File: config.mk
export PLATFORM = sky130hd
export DESIGN_NAME = tx_port_channel_gate_sync
export DESIGN_NICKNAME = d
export VERILOG_FILES = /design/src/rtl/tx_port_channel_gate_sync.sv
export SDC_FILE = /design/constraint.sdc
export NUM_CORES = 1
export LEC_CHECK = 0
export CORE_UTILIZATION = 34
export CTS_BUF_LIST = sky130_fd_sc_hd__clkbuf_8
export DETAILED_ROUTE_END_ITERATION = 10
export PLACE_DENSITY = 0.86
export SLEW_MARGIN = 20
export SYNTH_ARGS = -nofsm -noshare
export SYNTH_HDL_FRONTEND = slang
export SYNTH_SLANG_ARGS = --single-unit
File: constraint.sdc
create_clock -name CLK -period 2.6 [get_ports CLK]
set_input_delay 0.26 -clock CLK [delete_from_list [all_inputs] [get_ports CLK]]
set_output_delay 0.26 -clock CLK [all_outputs]
set_load 0.1 [all_outputs]
File: src/rtl/tx_port_channel_gate_sync.sv
// Same-clock TX channel gate: latches the channel request into a TXN handshake for the engine,
// and streams channel beats into the TX FIFO followed by a terminator entry.
module tx_port_channel_gate_sync #(
    parameter int C_DATA_WIDTH = 64
) (
    input  logic                    CLK,
    input  logic                    RST,
    input  logic                    CHNL_TX,
    output logic                    CHNL_TX_ACK,
    input  logic                    CHNL_TX_LAST,
    input  logic [31:0]             CHNL_TX_LEN,
    input  logic [30:0]             CHNL_TX_OFF,
    input  logic [C_DATA_WIDTH-1:0] CHNL_TX_DATA,
    input  logic                    CHNL_TX_DATA_VALID,
    output logic                    CHNL_TX_DATA_REN,
    output logic [C_DATA_WIDTH:0]   WR_DATA,
    output logic                    WR_EN,
    input  logic                    WR_FULL,
    output logic                    TXN,
    input  logic                    TXN_ACK,
    output logic                    TXN_LAST,
    output logic [31:0]             TXN_LEN,
    output logic [30:0]             TXN_OFF,
    output logic [31:0]             TX_SENT,
    output logic                    TX_DONE
);

    localparam int unsigned Words = C_DATA_WIDTH / 32;

    typedef enum logic [1:0] {StIdle, StAck, StData, StEop} state_e;

    state_e      state_q, state_d;
    logic        txn_q;
    logic        txn_last_q;
    logic [31:0] txn_len_q;
    logic [30:0] txn_off_q;
    logic [31:0] tx_sent_q;
    logic        tx_done_q;
    logic        start;
    logic        beat;
    logic        term;

    always_ff @(posedge CLK or posedge RST) begin
        if (RST) begin
            state_q <= StIdle;
        end else begin
            state_q <= state_d;
        end
    end

    always_comb begin
        state_d = state_q;
        unique case (state_q)
            StIdle:  if (CHNL_TX && !txn_q) state_d = StAck;
            StAck:   state_d = StData;
            StData:  if (!CHNL_TX) state_d = StEop;
            StEop:   if (!WR_FULL) state_d = StIdle;
            default: state_d = StIdle;
        endcase
    end

    always_comb begin
        CHNL_TX_DATA_REN = 1'b0;
        WR_EN            = 1'b0;
        WR_DATA          = '0;
        start            = 1'b0;
        beat             = 1'b0;
        term             = 1'b0;
        unique case (state_q)
            // A still-pending TXN blocks the next request until the engine takes it.
            StIdle: start = CHNL_TX && !txn_q;
            StData: begin
                CHNL_TX_DATA_REN = !WR_FULL;
                beat             = CHNL_TX_DATA_VALID && !WR_FULL;
                if (beat) begin
                    WR_EN   = 1'b1;
                    WR_DATA = {1'b0, CHNL_TX_DATA};
                end
            end
            StEop: begin
                if (!WR_FULL) begin
                    term    = 1'b1;
                    WR_EN   = 1'b1;
                    WR_DATA = {1'b1, {C_DATA_WIDTH{1'b0}}};
                end
            end
            default: ;
        endcase
    end

    always_ff @(posedge CLK or posedge RST) begin
        if (RST) begin
            txn_q      <= 1'b0;
            txn_last_q <= 1'b0;
            txn_len_q  <= '0;
            txn_off_q  <= '0;
            tx_sent_q  <= '0;
            tx_done_q  <= 1'b0;
        end else begin
            if (start) begin
                txn_last_q <= CHNL_TX_LAST;
                txn_len_q  <= CHNL_TX_LEN;
                txn_off_q  <= CHNL_TX_OFF;
            end
            // TXN handshake is independent of the data states.
            if (start) begin
                txn_q <= 1'b1;
            end else if (TXN_ACK) begin
                txn_q <= 1'b0;
            end
            if (start) begin
                tx_sent_q <= '0;
            end else if (beat) begin
                tx_sent_q <= tx_sent_q + 32'(Words);
            end
            tx_done_q <= term;
        end
    end

    assign CHNL_TX_ACK = (state_q == StAck);
    assign TXN         = txn_q;
    assign TXN_LAST    = txn_last_q;
    assign TXN_LEN     = txn_len_q;
    assign TXN_OFF     = txn_off_q;
    assign TX_SENT     = tx_sent_q;
    assign TX_DONE     = tx_done_q;

endmodule

==> results <==
==> logic make-up (layout without fill, tap and decap cells) <==
| logic type | Yosys count | count (layout) | synth area share |
|---|---|---|---|
| buffers and inverters | 32 | 328 | 0.02630 |
| AOI/OAI and AO/OA | 16 | 16 | 0.02179 |
| adders and majority gates | 6 | 6 | 0.01594 |
| muxes | 1 | 1 | 0.002125 |
| xor gates and xnor gates | 25 | 25 | 0.04649 |
| and+or+nand+nor | 364 | 364 | 0.3605 |
| DFF | 99 | 99 | 0.5260 |
| other | 1 | 1 | 0.0007963 |
==> cells in the final DEF, fill, tap and decap left out, types with 4 or more instances in the layout <==
cell type and instances:
sky130_fd_sc_hd__a21oi_1 5, sky130_fd_sc_hd__and2_1 64, sky130_fd_sc_hd__buf_12 69, sky130_fd_sc_hd__buf_4 104, sky130_fd_sc_hd__clkbuf_8 10, sky130_fd_sc_hd__clkdlybuf4s50_1 133, sky130_fd_sc_hd__dfrtp_1 99, sky130_fd_sc_hd__ha_1 6
sky130_fd_sc_hd__inv_1 5, sky130_fd_sc_hd__nand2_1 211, sky130_fd_sc_hd__nand3_1 15, sky130_fd_sc_hd__nand4_1 9, sky130_fd_sc_hd__nor2_1 38, sky130_fd_sc_hd__o21ai_0 4, sky130_fd_sc_hd__xnor2_1 10, sky130_fd_sc_hd__xor2_1 15
==> stage by stage <==
step	std cells	setup slack (ns)
finish	1016	0.2393
global route	1016	0.1070
CTS	1016	0.2135
detailed placement	1000	0.2786
global placement	1000	0.3542
floorplan	544	0.02608
==> per-layer routing <==
| layer | vias to the layer above | track usage | wire, um |
|---|---|---|---|
| met1 | 2205 | 0.2621 | 6226 |
| li1 | 2288 | - | - |
| met3 | 32 | 0.06749 | 1170 |
| met4 | 0 | 0.07813 | 353 |
| met5 | - | 0 | 0 |
| met2 | 208 | 0.3793 | 7964 |
==> layout make-up <==
| type | count | share of cell area |
|---|---|---|
| Sequential cell | 99 | 0.2897 |
| Clock buffer | 10 | 0.01609 |
| Tap cell | 176 | 0.02575 |
| Timing Repair Buffer | 306 | 0.4085 |
| Inverter | 6 | 0.003072 |
| Multi-Input combinational cell | 413 | 0.2467 |
| Clock inverter | 6 | 0.01024 |
==> worst max-delay path: stages, from the launching register on <==
cell                      delay, ns
sky130_fd_sc_hd__dfrtp_1       0.41
sky130_fd_sc_hd__inv_1         0.08
sky130_fd_sc_hd__ha_1          0.27
sky130_fd_sc_hd__and3b_1       0.24
sky130_fd_sc_hd__buf_12        0.19
sky130_fd_sc_hd__or2_2         0.34
sky130_fd_sc_hd__buf_12        0.18
==> registers in the layout, summed over array words and instances (netlist names) <==
register and cells:
TXN_LAST 1, TX_SENT 31, TXN 1, TXN_OFF 31, TX_DONE 1, state_q 2
TXN_LEN 32
==> power by group through the flow <==
stage          combinational [mW]  sequential, mW  clock (mW)
3_5_place_dp                 6.92            2.37           0
2_1_floorplan                1.63            5.87           0
5_1_grt                      7.14            2.41        1.20
6_report                     6.88            2.36        1.12
4_1_cts                      6.92            2.36        1.14
3_3_place_gp                 6.84            2.35           0
==> how the worst max path moves through the flow <==
stage / start / to / cells past startpoint
global placement: WR_FULL / TX_SENT[31] / 6
floorplan: state_q[0] / WR_DATA[10] / 7
detailed placement: WR_FULL / TX_SENT[31] / 6
global route: state_q[0] / WR_DATA[17] / 6
CTS: state_q[0] / WR_EN / 6
finish: state_q[0] / WR_EN / 6
==> results.txt <==
----------------------------------------------------
[Status]
  Outcome ... finished clean

[Logic synthesis]
  Cell types with the highest counts after synthesis ... sky130_fd_sc_hd__nand2_1, sky130_fd_sc_hd__dfrtp_1, sky130_fd_sc_hd__and2_1
  Post-synthesis average cell area ... 8.657 um^2
  Yosys warnings ... 0
  Cell taking the most area after synthesis ... sky130_fd_sc_hd__dfrtp_1
  Share of synthesized area occupied by flip-flops and latches ... 0.5260
  Syn nets ... 684
  Flops & latches, synth ... 99
  Primary FF master, synth ... sky130_fd_sc_hd__dfrtp_1
  Share of synthesized flip-flops with an asynchronous set or reset ... 1.000
  Synthesized instance count ... 544
  Most frequent cell after synthesis ... sky130_fd_sc_hd__nand2_1
  Synth top area share ... 0.5260
  Number of enable flip-flop cells after synthesis ... 0
  Synth area leaders ... sky130_fd_sc_hd__dfrtp_1, sky130_fd_sc_hd__nand2_1, sky130_fd_sc_hd__and2_1
  Number of distinct library cell variants in the gate-level netlist after synthesis ... 38
  Cell area after synthesis ... 4710 um^2

[Place]
  Placed cell area ... 8327 um^2
  Detailed placement HPWL ... 12.40 mm
  Port bufs ... 298
  Routability cong. ... 0.8782

[Layout]
  Layout cell share with drive strength beyond 1 ... 0.2357
  Design area ... 8552 um^2
  Register area ... 2477 um^2
  Number of nets in the finished design ... 975
  Post-route core utilization ... 0.6382
  Area delta synth->final ... 81.59%
  Number of fill cells ... 1053
  ANT cells ... 0
  Multi-input gate area in the final layout ... 2110 um^2

[Global route]
  Total grt overflow ... 0
  Global-route total usage across every layer ... 0.2217
  Wire length of the first global-routing pass ... 24.44 mm
  Number of global-route vias before repair ... 4749
  Maximum number of pins on one net before global-route repair ... 70
  Initial antenna violation count ... 0

[Pwr]
  Worst IR Drop VDD ... 1119 uV
  Power, Total ... 10.35 mW
  Net Sw Power ... 6.233 mW
  Cell internal pwr ... 4.120 mW
  Fraction of power consumed by the clock network ... 0.108
  Power per Cell Area ... 1211 nW/um^2
  Sequential group share of total power ... 0.228
  Switching part of the total ... 0.6020
  Share of power burned in combinational logic ... 0.664
  Static leakage ... 4.120 nW

[Critical path]
  Worst Reg-to-Reg Cells ... 7
  R2R Path End ... TX_SENT[31]
  Slack of the worst reg-to-reg path ... 0.34 ns
  CP Data Required Time ... 2.34 ns
  Signal arrival time at the worst endpoint ... 2.10 ns
  Maximum fanout along the worst path ... 69
  Critical path endpoint category ... primary output
  Class of the most critical setup path ... register to primary output
  Category of the worst setup path launch point ... register
  Critical R2R Launch ... state_q[0]

[Timing]
  Hold Vio Cnt, Final ... 0
  Shortest clock period the worst path allows after layout ... 2.361 ns
  Normalized max-slew margin ... 0.5758
  Worst Skew ... 0.01767 ns
  Setup repair after global routing missed its margin ... no
  Setup violations, final ... 0
  Transition time of the tightest slew-check pin ... 0.6363 ns
  Final slew viol count ... 0
  Setup total negative slack ... 0 ns
  Part of the cycle the worst path needs ... 0.9080
  Achievable Freq ... 423.6 MHz
  Final-layout worst hold slack ... 0.3006 ns

[Die]
  Standard-cell rows ... 42
  Floorplan core area ... 13400 um^2
  Starting Density ... 0.3514
  Die Height ... 119.7 um
  Boundary pin count ... 300
  Die Area ... 14330 um^2
  Die width ... 119.7 um

[Routing]
  DRT iter0 DRCs ... 322
  Via total after detailed routing ... 4733
  Routed length per instance ... 15.47 um
  Number of optimization iterations in the first detailed-route pass ... 5
  Number of routed nets with antenna violations ... 0
  Drt drc ... 0
  Avg Vias per Cell ... 4.658
  DRT Wirelength ... 15.72 mm

[Clocking]
  H-tree depth reported by CTS ... 3
  Count of instances resized after the clock tree is built ... 0
  Later-pin clock latency in the skew report ... 0.38 ns
  Setup fix buffers added after clock tree synthesis ... 0
  Root Buffer Master ... sky130_fd_sc_hd__clkbuf_8
  Number of buffers created by CTS ... 9
  Buffer levels on the longest clock path ... 2
  TritonCTS clock tree ... yes
  Count of clock tree sinks ... 99
  Cts-stage hold buffer count ... 0
  Post-CTS clock slew at the launch and capture registers of the worst setup and hold paths ... 0.11 ns

[Worst hold path]
  Class of the worst hold path ... input port to asynchronous set/reset pin

[Flow run]
  Maxcap violations ... 0

----------------------------------------------------
Power figures use the tool's default switching activity.
